### src/rtl/gem_tmb_fiber_rx_check.sv
// Loopback receive checker for the GEM/TMB fiber link.
// Classifies each 32-bit word from the GTP receiver, acquires DATA/SEP frame
// lock, rebuilds 48-bit payloads, flags latency markers and keeps counters
// for production-test readout.
module gem_tmb_fiber_rx_check #(
  parameter int LOCK_FRAMES = 4,
  parameter int UNLOCK_ERRS = 4
) (
  input  logic        TMB_CLK80,
  input  logic        TMB_TXRESETDONE0,
  input  logic [31:0] rx_data,
  input  logic [3:0]  rx_isk,
  input  logic [3:0]  rx_disperr,
  input  logic [3:0]  rx_notintable,
  input  logic        clr_cnt,
  output logic [47:0] out_data,
  output logic        out_valid,
  output logic        out_marker,
  output logic        locked,
  output logic        link_idle,
  output logic [31:0] frame_cnt,
  output logic [15:0] frame_err_cnt,
  output logic [15:0] code_err_cnt,
  output logic [15:0] marker_interval
);

  typedef enum logic {
    SEARCH = 1'b0,
    LOCKED = 1'b1
  } state_t;

  localparam logic [3:0]  LOCK_N   = LOCK_FRAMES[3:0];
  localparam logic [3:0]  UNLOCK_N = UNLOCK_ERRS[3:0];
  localparam logic [15:0] SAT_MAX  = 16'hFFFF;

  state_t      state, state_nxt;
  logic        phase, phase_nxt;          // 0 = A slot (DATA), 1 = B slot (SEP)
  logic [3:0]  good_run, good_run_nxt;
  logic [3:0]  bad_run, bad_run_nxt;
  logic [31:0] a_reg;
  logic        a_bad;
  logic        capture_a;
  logic        good_frame;
  logic        bad_frame;
  logic        enter_lock;
  logic [15:0] mark_cnt;
  logic        mark_seen;

  logic is_code, is_idle, is_sep, is_data, sep_marker;

  // Word classification; a code error masks every other class
  always_comb begin
    is_code    = (|rx_disperr) | (|rx_notintable);
    is_idle    = !is_code && (rx_data == 32'h50BC50BC) && (rx_isk == 4'b0101);
    is_sep     = !is_code && (rx_isk == 4'b0001) &&
                 ((rx_data[15:0] == 16'h50BC) || (rx_data[15:0] == 16'h50FC));
    is_data    = !is_code && (rx_isk == 4'b0000);
    sep_marker = (rx_data[15:0] == 16'h50FC);
  end

  // Lock FSM state register
  always_ff @(posedge TMB_CLK80 or negedge TMB_TXRESETDONE0) begin
    if (!TMB_TXRESETDONE0) begin
      state    <= SEARCH;
      phase    <= 1'b0;
      good_run <= 4'd0;
      bad_run  <= 4'd0;
    end else begin
      state    <= state_nxt;
      phase    <= phase_nxt;
      good_run <= good_run_nxt;
      bad_run  <= bad_run_nxt;
    end
  end

  // Lock FSM next state, slot tracking and frame verdicts
  always_comb begin
    state_nxt    = state;
    phase_nxt    = phase;
    good_run_nxt = good_run;
    bad_run_nxt  = bad_run;
    capture_a    = 1'b0;
    good_frame   = 1'b0;
    bad_frame    = 1'b0;
    enter_lock   = 1'b0;
    if (is_idle) begin
      state_nxt    = SEARCH;
      phase_nxt    = 1'b0;
      good_run_nxt = 4'd0;
      bad_run_nxt  = 4'd0;
    end else begin
      case (state)
        SEARCH: begin
          if (!phase) begin
            if (is_data) begin
              capture_a = 1'b1;
              phase_nxt = 1'b1;
            end
          end else if (is_sep) begin
            phase_nxt    = 1'b0;
            good_run_nxt = good_run + 4'd1;
            if (good_run + 4'd1 == LOCK_N) begin
              state_nxt   = LOCKED;
              bad_run_nxt = 4'd0;
              enter_lock  = 1'b1;
            end
          end else begin
            good_run_nxt = 4'd0;
            if (is_data) begin
              capture_a = 1'b1;
              phase_nxt = 1'b1;
            end else begin
              phase_nxt = 1'b0;
            end
          end
        end
        LOCKED: begin
          if (!phase) begin
            capture_a = 1'b1;
            phase_nxt = 1'b1;
          end else begin
            phase_nxt = 1'b0;
            if (a_bad || !is_sep) begin
              bad_frame   = 1'b1;
              bad_run_nxt = bad_run + 4'd1;
              if (bad_run + 4'd1 == UNLOCK_N) begin
                state_nxt    = SEARCH;
                good_run_nxt = 4'd0;
              end
            end else begin
              good_frame  = 1'b1;
              bad_run_nxt = 4'd0;
            end
          end
        end
        default: state_nxt = SEARCH;
      endcase
    end
  end

  // A-slot capture, payload rebuild and status outputs
  always_ff @(posedge TMB_CLK80 or negedge TMB_TXRESETDONE0) begin
    if (!TMB_TXRESETDONE0) begin
      a_reg      <= 32'd0;
      a_bad      <= 1'b0;
      out_data   <= 48'd0;
      out_valid  <= 1'b0;
      out_marker <= 1'b0;
      locked     <= 1'b0;
      link_idle  <= 1'b0;
    end else begin
      if (capture_a) begin
        a_reg <= rx_data;
        a_bad <= !is_data;
      end
      out_valid  <= good_frame;
      out_marker <= good_frame && sep_marker;
      if (good_frame) begin
        out_data <= {a_reg, rx_data[31:16]};
      end
      locked    <= (state_nxt == LOCKED);
      link_idle <= is_idle;
    end
  end

  // Frame, frame-error and code-error counters; clear beats increment
  always_ff @(posedge TMB_CLK80 or negedge TMB_TXRESETDONE0) begin
    if (!TMB_TXRESETDONE0) begin
      frame_cnt     <= 32'd0;
      frame_err_cnt <= 16'd0;
      code_err_cnt  <= 16'd0;
    end else if (clr_cnt) begin
      frame_cnt     <= 32'd0;
      frame_err_cnt <= 16'd0;
      code_err_cnt  <= 16'd0;
    end else begin
      if (good_frame) begin
        frame_cnt <= frame_cnt + 32'd1;
      end
      if (bad_frame && (frame_err_cnt != SAT_MAX)) begin
        frame_err_cnt <= frame_err_cnt + 16'd1;
      end
      if (is_code && (code_err_cnt != SAT_MAX)) begin
        code_err_cnt <= code_err_cnt + 16'd1;
      end
    end
  end

  // Frames-since-marker tracking, restarted at every lock acquisition
  always_ff @(posedge TMB_CLK80 or negedge TMB_TXRESETDONE0) begin
    if (!TMB_TXRESETDONE0) begin
      mark_cnt  <= 16'd0;
      mark_seen <= 1'b0;
    end else if (enter_lock) begin
      mark_cnt  <= 16'd0;
      mark_seen <= 1'b0;
    end else if (good_frame) begin
      if (sep_marker) begin
        mark_cnt  <= 16'd1;
        mark_seen <= 1'b1;
      end else if (mark_cnt != SAT_MAX) begin
        mark_cnt <= mark_cnt + 16'd1;
      end
    end
  end

  // Marker interval latch; only meaningful once two markers seen since lock
  always_ff @(posedge TMB_CLK80 or negedge TMB_TXRESETDONE0) begin
    if (!TMB_TXRESETDONE0) begin
      marker_interval <= 16'd0;
    end else if (clr_cnt) begin
      marker_interval <= 16'd0;
    end else if (good_frame && sep_marker && mark_seen) begin
      marker_interval <= mark_cnt;
    end
  end

endmodule

### config.mk
export PLATFORM = sky130hd
export DESIGN_NAME = gem_tmb_fiber_rx_check
export DESIGN_NICKNAME = d
export VERILOG_FILES = /design/src/rtl/gem_tmb_fiber_rx_check.sv
export SDC_FILE = /design/constraint.sdc
export NUM_CORES = 1
export LEC_CHECK = 0
export CAP_MARGIN = 0
export CORE_MARGIN = 1.5
export CORE_UTILIZATION = 47
export CTS_CLUSTER_SIZE = 8
export DETAILED_ROUTE_END_ITERATION = 8
export PLACE_DENSITY = 0.77
export RECOVER_POWER = 50
export SLEW_MARGIN = 40
export SYNTH_ARGS = -nofsm -noshare
export SYNTH_HDL_FRONTEND = slang
export SYNTH_SLANG_ARGS = --single-unit
### constraint.sdc
create_clock -name TMB_CLK80 -period 2.4 [get_ports TMB_CLK80]
set_clock_uncertainty 0.15 [all_clocks]
set_input_delay 0.48 -clock TMB_CLK80 [delete_from_list [all_inputs] [get_ports TMB_CLK80]]
set_output_delay 0.48 -clock TMB_CLK80 [all_outputs]
set_load 0.01 [all_outputs]
After elaboration in Yosys (flattened, before gate mapping)

Index checks and enable logic that the tools add are counted.
W data, S select, Z words.

Bits in registers: 191
Bits in latches: 0
Bits in writable memories: 0
Bits in read-only memories: 0
Input port bits: 47
Output and inout port bits: 132
Word-level logic and storage cells: 121
Memories kept: 0

Add/subtract/negate cells: 6
Multipliers: 0
Div/mod/pow operators: 0
Order comparisons: 0
Eq/ne operators: 16
Shift operators: 0
Mux-type cells: 53
Bitwise gates (word level): 2
Reductions and logical operators: 28

Operators by type and width:

| operator                | count |
|---|---|
| $mux W16                | 10 |
| $mux W32                | 2 |
| $add A16 B1 Y16 const B | 3 |
| $mux W4                 | 12 |
| $ne A16 B16 Y1 const B  | 3 |
| $add A32 B1 Y32 const B | 1 |
| $eq A16 B15 Y1 const B  | 2 |
| $eq A32 B31 Y1 const B  | 1 |
| $mux W1                 | 25 |
| $pmux W4 S2             | 2 |
| $eq A4 B3 Y1 const B    | 3 |
| $reduce_bool A2 Y1      | 6 |
| $logic_and A1 B1 Y1     | 9 |
| $ne A3 B1 Y1 const B    | 3 |
| $ne A3 B3 Y1 const B    | 3 |
| $add A4 B1 Y4 const B   | 2 |
| $reduce_and A4 Y1       | 2 |
| $reduce_or A4 Y1        | 2 |
| $eq A4 B1 Y1 const B    | 1 |
| $logic_not A4 Y1        | 1 |
| $pmux W1 S2             | 2 |
| $reduce_and A2 Y1       | 2 |
| $logic_not A1 Y1        | 3 |
| $reduce_bool A3 Y1      | 1 |
| other kinds (3)         | 4 |

Depth between registers and ports, before layout

Gate-level depths: netlist of run 1.

Word-level depth: 15
Gate-level depth with buffers: 9

Least setup slack after synthesis of run 1

No wires, ideal clock.

Path type: input port to flip-flop
Start: input port rx_disperr[3]
End: register frame_cnt[9]
Setup time: 0.078 ns
Arrival time: 2.519 ns
Slack: -0.347 ns
Stages: 6
Path through: or4_4 or3_4 or4_1 buf_2 or3_1 a21oi_1

Cells in the longest elaborated chain, start to end: 12
Elaborated cells between the ends (all ways): 14

RTL lines:

| element                          | RTL line | text |
|---|---|---|
| from (decl)                      | 13       | `input logic [3:0] rx_disperr,` |
| $reduce_or A4 Y1 *               | 53       | `is_code = (\|rx_disperr) \| (\|rx_notintable);` |
| $or A1 B1 Y1 *                   | 53       |  |
| $logic_not A1 Y1 *               | 54, 55   |  |
| $logic_and A1 B1 Y1 (2 in a row) | 55       | `is_sep = !is_code && (rx_isk == 4'b0001) &&` |
| $logic_not A1 Y1                 | 123      | `if (a_bad \|\| !is_sep) begin` |
| $logic_or A1 B1 Y1               | 123      |  |
| $mux W1                          | 123      |  |
| $mux W1                          | 118      | `if (!phase) begin` |
| $mux W1                          | 92       | `case (state)` |
| $mux W1 *                        | 86       | `if (is_idle) begin` |
| $reduce_bool A2 Y1 (no line) *   | n/a      |  |
| to (signal assigned)             | 178      | `frame_cnt <= frame_cnt + 32'd1;` |
| to (decl)                        | 21       | `output logic [31:0] frame_cnt,` |

Every way passes the cells marked *; elsewhere a longest branch is shown, timed or not.
A chain may end at the register's enable or synchronous reset.

Worst setup path after layout of run 1

Start: input port rx_data[31]
End: register a_reg[4]

Cells in the longest elaborated chain, start to end: 4

RTL lines:

| element                          | RTL line | text |
|---|---|---|
| from (decl)                      | 11       | `input logic [31:0] rx_data,` |
| $eq A32 B31 Y1                   | 54       | `is_idle = !is_code && (rx_data == 32'h50BC50BC) && (rx_isk == 4'b0101);` |
| $logic_and A1 B1 Y1 (2 in a row) | 54       |  |
| named net is_idle                | 49       | `logic is_code, is_idle, is_sep, is_data, sep_marker;` |
| $mux W1                          | 86       |  |
| to (signal assigned)             | 153      | `a_reg <= rx_data;` |
| to (decl)                        | 40       | `logic [31:0] a_reg;` |

The timed path passes the listed nets, and every way through them passes these cells.

==> flow_metrics.env, run 1 <==
export IMPL_grt_max_degree=52
export IMPL_grt_pass1_vias=7610
export IMPL_diodes=0
export IMPL_gp_congestion=0.886
export IMPL_hold_violations=0
export IMPL_min_from="rx_data[29]"
export IMPL_synth_edf_count=0
export IMPL_syn_num_nets=977
export IMPL_area_growth_pct=41.2
export IMPL_rsz0062_at_grt="true"
export IMPL_final_core_util_pct=68.4
export IMPL_rows=49
export IMPL_ant_nets=0
export IMPL_hpwl_um=16300
export IMPL_largest_reg_flops=48
export IMPL_status="completed"
export IMPL_synth_cells=923
export IMPL_fin_crit_ps=2380
export IMPL_die_y_um=140
export IMPL_vdd_drop_max_mv=0.545
export IMPL_clock_sinks=191
export IMPL_grt_ovfl_total=0
export IMPL_postLayoutCellArea_um2=12500
export IMPL_ys_types=57
export IMPL_drt_total_wl_um=24700
export IMPL_clk_latency_ps=440
export IMPL_crit_arrival_ps=2560
export IMPL_p_clk_share_pct=44.8
export IMPL_vias=7994
export IMPL_postPlaceCellArea_um2=11600
export IMPL_h_tree_depth=4
export IMPL_p_total_w=0.00643
export IMPL_p_leak_nw=5.81
export IMPL_routedWlPerCell_um=17.2
export IMPL_start_util_pct=48.5
export IMPL_power_density_nw_per_um2=516
export IMPL_p_seq_share_pct=50.8
export IMPL_p_comb_share_pct=4.5
export IMPL_yosys_most_used_dff="dfrtp_1"
export IMPL_cts_max_path_buffers=2
export IMPL_dr_pass1_iters=5
export IMPL_nets=1245
export IMPL_drc=0
export IMPL_synth_ff_latch_count=191
export IMPL_final_common_cell="nand2_1"
export IMPL_yosysWarnings=0
export IMPL_postSynth_asyncResetShare_pct=100
export IMPL_drive_above_1_share_pct=18.7
export IMPL_cts_buffers=17
export IMPL_drv_slew=0
export IMPL_grt_pass1_wl_um=39700
export IMPL_hold_path_class="in -> reg"
export IMPL_post_synth_cell_area_avg_um2=9.56
export IMPL_finalSetupViolCount=0
export IMPL_synth_area_um2=8830
export IMPL_core_um2=18200
export IMPL_critPathLaunchType="input port"
export IMPL_hold_depth=3
export IMPL_worst_hold_path_endpoint="out_data[13]"
export IMPL_final_cell_mix="nand2_1 (215), dfrtp_1 (191), buf_4 (89), clkdlybuf4s50_1 (81), nor2_1 (68)"
export IMPL_max_cap_violations=0
export IMPL_synthTopCellsByArea="dfrtp_1 (54%), nand2_1 (9.1%), mux2_2 (4.2%), a21oi_1 (3.2%), nor2_1 (2.9%)"
export IMPL_seq_area_frac_synth_pct=54.1
export IMPL_max_freq_mhz=420
export IMPL_r2r_slack_ps=40
export IMPL_cts_tree="yes"
export IMPL_synth_top_cell_area_share_pct=54.1
export IMPL_routed_via_density=5.58
export IMPL_worst_pin_slew_ps=1270
export IMPL_p_sw_share_pct=22.6
export IMPL_crit_fanout=6
export IMPL_r2r_start="frame_err_cnt[4]"
export IMPL_dieArea_um2=19600
export IMPL_grt_usage_pct=25.4
export IMPL_p_switching_w=0.00146
export IMPL_antenna_found_initial=0
export IMPL_num_io_pins=179
export IMPL_fin_crit_sh_pct=99.1
export IMPL_cp_end_kind="flop"
export IMPL_clk_pin_slew_ps=70
export IMPL_hold_worst_slack_ps=126
export IMPL_die_w_um=140
export IMPL_synth_top_cell_by_area="dfrtp_1"
export IMPL_intPower_w=0.00498
export IMPL_numPortBuffers=178
export IMPL_critPathRequiredTime_ps=2580
export IMPL_reg2reg_depth=6
export IMPL_drt_iter0_drc=700
export IMPL_rr_endpoint="frame_err_cnt[15]"
export IMPL_maxSlewHeadroom_pct=15.3
export IMPL_cts_root_buffer="clkbuf_16"
export IMPL_worstSetupPathType="in -> reg"
[worst max-delay path by stage]
stage                      from                 to  slack [ps]  depth (start not counted)
2_1_floorplan     rx_disperr[0]      frame_cnt[11]        -270                          6
3_3_place_gp   rx_notintable[3]           a_reg[8]        -720                          8
3_5_place_dp   rx_notintable[3]          a_reg[10]        -780                          8
4_1_cts             rx_data[23]  frame_err_cnt[13]           5                          9
5_1_grt        frame_err_cnt[4]  frame_err_cnt[15]        -130                          6
6_report            rx_data[31]           a_reg[4]          20                          7
[per-stage QoR]
step	worst slack, ps	std cells	TNS [ps]
6_report	21.5	1433	0
5_1_grt	-126	1433	-518
4_1_cts	4.86	1429	0
3_5_place_dp	-783	1385	-107820
3_3_place_gp	-723	1385	-104020
2_1_floorplan	-266	923	-6410
[layout make-up]
type,instances,area [µm²]
Fill cell,1353,5750
Tap cell,229,287
Multi-Input combinational cell,673,4030
Inverter,20,75.1
Clock buffer,21,460
Clock inverter,11,130
Sequential cell,191,4780
Timing Repair Buffer,288,2710
[critical path: stages]
cell,delay (ps)
dlygate4sd2_1,250
or4bb_4,560
nor4_4,340
o22a_4,240
buf_12,110
bufbuf_16,250
mux2_2,320
[kinds of logic after synthesis]
group / after synthesis / share of synthesized area [%]
xor+xnor: 40 / 3.97
flops: 191 / 54.1
compound gates: 127 / 8.60
buf+inv: 60 / 2.64
simple gates: 464 / 25.3
mux: 34 / 4.32
fa+ha+maj: 7 / 0.992
[synthesized netlist by cell type, types with 2 or more instances]
| library cell | count |
|---|---|
| o21ai_0 | 28 |
| ha_1 | 7 |
| or4_4 | 2 |
| o31a_1 | 3 |
| and3_1 | 12 |
| nor4bb_1 | 2 |
| mux2_2 | 33 |
| a21boi_0 | 4 |
| o211ai_1 | 3 |
| o22a_1 | 2 |
| and4b_1 | 2 |
| a221oi_1 | 2 |
| o31ai_1 | 8 |
| dfrtp_1 | 191 |
| nand4_1 | 35 |
| nor3b_1 | 5 |
| nand2_1 | 215 |
| xnor2_1 | 12 |
| a31oi_1 | 3 |
| clkbuf_1 | 34 |
| a21o_1 | 4 |
| nor3_1 | 13 |
| xor2_1 | 28 |
| and4_1 | 13 |
| or3_1 | 17 |
| and2_1 | 5 |
| a311oi_1 | 2 |
| a22o_1 | 2 |
| inv_1 | 20 |
| buf_2 | 6 |
| nand2b_1 | 5 |
| a21oi_1 | 57 |
| nor4_1 | 14 |
| nand3_1 | 36 |
| or4_1 | 9 |
| nor2_1 | 68 |
[what timing repair did]
item	in CTS	in global routing
setup buffers	8	2
endpoints found under the setup margin	165	38
hold endpoints to repair	47	0
resized for setup	89	33
pin swaps	21	18
gates cloned	4	2
hold buffers	1	0
[layer usage]
metal	part of all wire [%]	global-route usage, %
met1	43	34.0
met2	49	41.9
met3	5.2	4.68
met4	2.6	8.20
met5	0	0
[power groups by stage]
stage,combinational [W],sequential [W],clock (W)
after floorplan,0.0000676,0.00333,0
after global placement,0.000309,0.00333,0
after detailed placement,0.000312,0.00333,0
after CTS,0.000297,0.00327,0.00291
after global routing,0.000319,0.00327,0.00306
final,0.000288,0.00327,0.00288
Power figures use the tool's default switching activity.
==> inputs of run 2 (changes only) <==
Settings changed: CORE_MARGIN 1.5 to not set.
==> run 2 against run 1 <==
Non-clock buffer count rose by 5. Global-route usage rose by 0.34 points. The flow now finishes with violations (DRC, setup timing). Register-to-register slack improved by 80 ps. Highest routed layer unchanged. Flip-flop and latch count did not move. Combinational power rose by 2%. Clock power rose by 2%. Wire length fell by 2.3%. Utilization fell by 0.14 points. Sequential share of layout area rose by 0.081 points. Critical path depth fell by 1. Via count fell by 0.59%. Setup slack got worse by 28 ps.
==> flow_metrics.env, run 2 (synthesis gave the netlist of run 1 again) <==
export IMPL_hold_violations=0
export IMPL_ant_nets=0
export IMPL_nets=1250
export IMPL_vias=7947
export IMPL_die_y_um=139
export IMPL_grt_met2_usage_pct=42.0
export IMPL_fin_crit_sh_pct=100
export IMPL_grt_usage_pct=25.7
export IMPL_hold_depth=2
export IMPL_grt_max_degree=52
export IMPL_clk_latency_ps=430
export IMPL_multi_input_area_um2=3990
export IMPL_n_fill_cell=1425
export IMPL_grt_busiest_layer="met2"
export IMPL_worst_hold_path_endpoint="a_reg[1]"
export IMPL_numPortBuffers=178
export IMPL_final_cell_mix="nand2_1 (215), dfrtp_1 (191), buf_4 (94), clkdlybuf4s50_1 (76), nor2_1 (67)"
export IMPL_postPlaceCellArea_um2=11600
export IMPL_tns_ps=-6.30
export IMPL_clock_sinks=191
export IMPL_max_cap_violations=0
export IMPL_dr_pass1_iters=8
export IMPL_power_density_nw_per_um2=522
export IMPL_vdd_drop_max_mv=0.525
export IMPL_core_um2=18200
export IMPL_critPathRequiredTime_ps=2610
export IMPL_gp_congestion=0.870
export IMPL_postLayoutCellArea_um2=12400
export IMPL_met3_usage_pct=4.45
export IMPL_start_util_pct=48.5
export IMPL_maxSlewHeadroom_pct=10.3
export IMPL_hold_path_class="in -> reg"
export IMPL_p_leak_nw=5.82
export IMPL_violations="DRC, setup timing"
export IMPL_final_common_cell="nand2_1"
export IMPL_grt_ovfl_total=0
export IMPL_worst_pin_slew_ps=1350
export IMPL_finalSetupViolCount=1
export IMPL_area_growth_pct=40.9
export IMPL_max_freq_mhz=416
export IMPL_drt_iter0_drc=879
export IMPL_rows=49
export IMPL_dp_slack_ps=-792
export IMPL_cts_max_path_buffers=2
export IMPL_cts_buffers=17
export IMPL_rsz0062_at_grt="true"
export IMPL_hold_worst_slack_ps=181
export IMPL_grt_pass1_vias=7658
export IMPL_met1_usage_pct=35.0
export IMPL_cp_end_kind="flop"
export IMPL_grt_pass1_wl_um=39800
export IMPL_cts_tree="yes"
export IMPL_diodes=0
export IMPL_largest_reg_flops=48
export IMPL_routedWlPerCell_um=16.7
export IMPL_r2r_slack_ps=120
export IMPL_cts_root_buffer="clkbuf_16"
export IMPL_drt_total_wl_um=24100
export IMPL_seqCellArea_um2=4780
export IMPL_reg2reg_depth=6
export IMPL_crit_fanout=5
export IMPL_routed_via_density=5.53
export IMPL_drc=10
export IMPL_critPathLaunchType="input port"
export IMPL_hpwl_um=16400
export IMPL_drive_above_1_share_pct=19.5
export IMPL_r2r_start="a_bad"
export IMPL_antenna_found_initial=0
export IMPL_worst_slack_ps=-6.30
export IMPL_drv_slew=0
export IMPL_die_w_um=139
export IMPL_fin_crit_ps=2410
export IMPL_min_from="rx_data[1]"
export IMPL_worstSetupPathType="in -> reg"
export IMPL_dieArea_um2=19300
export IMPL_status="finished, violations left"
export IMPL_clk_pin_slew_ps=70
export IMPL_crit_arrival_ps=2620
export IMPL_rr_endpoint="mark_cnt[7]"
export IMPL_h_tree_depth=4
export IMPL_num_io_pins=179
## run 2: cell types whose count changed in the layout (fill, tap and decap cells not counted), moves of 2 or more
cell,before,now
dlygate4sd2_1,18,13
clkdlybuf4s50_1,81,76
or3_4,3,5
buf_2,8,10
dlygate4sd3_1,54,57
buf_4,89,94
clkbuf_16,19,17
clkbuf_4,3,0
buf_6,7,12
clkbuf_2,7,12
## run 2: power breakdown
| group | switching [W] | leakage [nW] | internal (W) | total [W] |
|---|---|---|---|---|
| registers | 0.0000168 | 2.58 | 0.00325 | 0.00326 |
| logic | 0.000163 | 2.94 | 0.000130 | 0.000293 |
| clock network | 0.00132 | 0.290 | 0.00162 | 0.00294 |
| total | 0.00150 | 5.82 | 0.00500 | 0.00650 |
## run 2: per-stage QoR
stage          std cells  power, W  util, %
6_report            1438   0.00650     68.3
5_1_grt             1438   0.00670     68.3
4_1_cts             1436   0.00654     68.4
3_5_place_dp        1387   0.00365     63.8
3_3_place_gp        1387   0.00364     63.8
2_1_floorplan        923   0.00340        -
## run 2: final cells by class
type	count	share of cell area, %
flip-flops and latches	191	38.4
multi-input cells	673	32.1
repair buffers	293	21.7
clock buffers	19	3.64
well taps	229	2.30
clock inverters	13	1.24
inverters	20	0.604
## run 2: critical path, cell delays in order
cell and delay [ps]:
buf_6 90, or4_4 560, or3_4 400, or4_4 560
or3_4 390, a21oi_2 140
## run 2: worst max-delay path by stage
| stage | start | end | slack, ps |
|---|---|---|---|
| 6_report | rx_notintable[0] | frame_cnt[11] | -6 |
| 5_1_grt | rx_data[27] | a_reg[8] | -30 |
| 4_1_cts | rx_isk[3] | frame_cnt[7] | 3 |
| 3_5_place_dp | rx_disperr[0] | frame_cnt[7] | -790 |
| 3_3_place_gp | rx_isk[2] | frame_cnt[15] | -700 |
| 2_1_floorplan | rx_disperr[0] | frame_cnt[11] | -270 |
## run 2: metal layers
| metal | wire length, µm | vias up |
|---|---|---|
| li1 | - | 3766 |
| met1 | 10700 | 3884 |
| met2 | 11700 | 256 |
| met3 | 1190 | 41 |
| met4 | 482 | 0 |
| met5 | 0 | - |
## run 2: what timing repair did
item / 4_1_cts / 5_1_grt
pin swaps: 25 / 17
gates cloned: 4 / 0
endpoints found under the hold margin: 47 / 0
setup buffers: 13 / 2
endpoints found under the setup margin: 142 / 46
gates resized for setup: 101 / 43
hold buffers: 1 / 0
==> inputs of run 3 (changes only) <==
Settings changed: ABC_CLOCK_PERIOD_IN_PS set to 2400, CTS_BUF_LIST set to sky130_fd_sc_hd__clkbuf_16.
==> run 3 against run 2 <==
Wire length stayed put. Die area stayed put. Setup slack better by 28 ps. Critical path depth stayed put. Clock power is 3% lower. Non-clock buffer count is 4 lower. Highest routed layer unchanged. Cell area is 0.35% lower. The flow finishes with violations (DRC). Power is 1.1% lower. First-iteration DRC count is 12% lower. Global-route usage hardly changed.
==> flow_metrics.env, run 3 (synthesis gave the netlist of run 1 again) <==
export IMPL_p_switching_w=0.00149
export IMPL_max_freq_mhz=421
export IMPL_max_cap_violations=0
export IMPL_antenna_found_initial=0
export IMPL_clock_sinks=191
export IMPL_gp_congestion=0.870
export IMPL_hpwl_um=16400
export IMPL_p_sw_share_pct=23.2
export IMPL_crit_fanout=5
export IMPL_cts_buffers=17
export IMPL_dieArea_um2=19300
export IMPL_intPower_w=0.00494
export IMPL_cp_end_kind="flop"
export IMPL_largest_reg_flops=48
export IMPL_dr_pass1_iters=9
export IMPL_start_util_pct=48.5
export IMPL_critPathRequiredTime_ps=2620
export IMPL_met1_usage_pct=34.8
export IMPL_cts_max_path_buffers=2
export IMPL_critPathLaunchType="input port"
export IMPL_hold_worst_slack_ps=179
export IMPL_num_io_pins=179
export IMPL_finalSetupViolCount=0
export IMPL_rows=49
export IMPL_cts_tree="yes"
export IMPL_grt_met2_usage_pct=42.2
export IMPL_worstSetupPathType="in -> reg"
export IMPL_drv_slew=0
export IMPL_h_tree_depth=4
export IMPL_diodes=0
export IMPL_grt_pass1_wl_um=39800
export IMPL_grt_max_degree=52
export IMPL_p_total_w=0.00643
export IMPL_nets=1246
export IMPL_drt_iter0_drc=774
export IMPL_p_leak_nw=5.81
export IMPL_core_um2=18200
export IMPL_grt_usage_pct=25.7
export IMPL_violations="DRC"
export IMPL_rsz0062_at_grt="true"
export IMPL_die_w_um=139
export IMPL_grt_busiest_layer="met2"
export IMPL_met3_usage_pct=4.32
export IMPL_drc=10
export IMPL_p_seq_share_pct=50.8
export IMPL_p_clk_share_pct=44.6
export IMPL_grt_pass1_vias=7651
export IMPL_fin_crit_ps=2380
export IMPL_maxSlewHeadroom_pct=10.9
export IMPL_hold_path_class="in -> reg"
export IMPL_ant_nets=0
export IMPL_hold_violations=0
export IMPL_status="finished, violations left"
export IMPL_drive_above_1_share_pct=18.3
export IMPL_power_density_nw_per_um2=519
export IMPL_worst_pin_slew_ps=1340
export IMPL_drt_total_wl_um=24100
export IMPL_cts_root_buffer="clkbuf_16"
export IMPL_final_common_cell="nand2_1"
export IMPL_p_comb_share_pct=4.6
export IMPL_vdd_drop_max_mv=0.525
export IMPL_area_growth_pct=40.4
export IMPL_clk_pin_slew_ps=70
export IMPL_grt_ovfl_total=0
export IMPL_clk_latency_ps=430
export IMPL_routedWlPerCell_um=16.8
export IMPL_die_y_um=139
export IMPL_fin_crit_sh_pct=99.1
export IMPL_vias=7911
export IMPL_crit_arrival_ps=2590
export IMPL_routed_via_density=5.52
export IMPL_numPortBuffers=178
export IMPL_final_cell_mix="nand2_1 (215), dfrtp_1 (191), buf_4 (94), clkdlybuf4s50_1 (77), nor2_1 (68)"
[run 3: cell types whose count changed in the layout (fill, tap and decap cells not counted), sizes merged]
cell,change
clkinv,+2
buf,-6
dlygate4sd2,+7
dlymetal6s2s,+1
clkbuf,-7
clkdlybuf4s15,-2
dlygate4sd3,+1
clkdlybuf4s50,+1
bufbuf,-1
[run 3: final cells by class]
| class | instances | area, µm² |
|---|---|---|
| timing repair buffer | 289 | 2670 |
| fill | 1425 | 5820 |
| sequential | 191 | 4780 |
| inverter | 20 | 75.1 |
| clock buffer | 17 | 425 |
| clock inverter | 15 | 161 |
| tap | 229 | 287 |
| multi-input combinational | 673 | 4000 |
[run 3: timing repair]
action                                  4_1_cts  5_1_grt
endpoints found under the setup margin      143       55
buffers inserted                             15        0
hold endpoints to repair                     47        0
gates resized for setup                      96       30
pin swaps                                    23       15
gates cloned                                  3        0
hold buffers                                  1        0
[run 3: power by group through the flow]
| stage | sequential, W | combinational, W | clock, W |
|---|---|---|---|
| 2_1_floorplan | 0.00333 | 0.0000676 | 0 |
| 4_1_cts | 0.00326 | 0.000307 | 0.00290 |
| 3_3_place_gp | 0.00333 | 0.000317 | 0 |
| 3_5_place_dp | 0.00333 | 0.000321 | 0 |
| 6_report | 0.00327 | 0.000299 | 0.00286 |
| 5_1_grt | 0.00327 | 0.000330 | 0.00304 |
[run 3: per-stage QoR]
stage          area, µm²  setup TNS [ps]  utilization, %  instances  setup WS (ps)
6_report           12400               0            68.1       1434           22.1
2_1_floorplan       8910           -6410               -        923           -266
3_5_place_dp       11600          -94950            63.8       1387           -792
5_1_grt            12400           -57.3            68.1       1434          -19.6
4_1_cts            12400               0            68.2       1437          0.287
3_3_place_gp       11600          -97850            63.8       1387           -704
[run 3: final timing paths]
kind                                   from                 to  slack [ps]  cells past startpoint
setup / recovery           rx_notintable[3]       frame_cnt[7]          20                      6
hold / removal                   rx_data[9]           a_reg[9]         180                      2
setup reg to reg           frame_err_cnt[0]  frame_err_cnt[13]         150                      7
hold reg to reg                out_data[44]       out_data[44]         310                      2
max in group asynchronous  TMB_TXRESETDONE0   code_err_cnt[11]         350                      3
min in group asynchronous  TMB_TXRESETDONE0          a_reg[15]         730                      2
[run 3: routing by layer]
layer / part of all wire, % / vias up
met1: 44 / 3870
met5: 0 / -
met2: 49 / 250
li1: - / 3757
met3: 4.8 / 34
met4: 1.9 / 0
[run 3: critical path, cell delays in order]
cell and delay, ps:
buf_6 90, or4_4 550, or3_4 410, or4_4 580
or3_4 350, a21oi_2 130
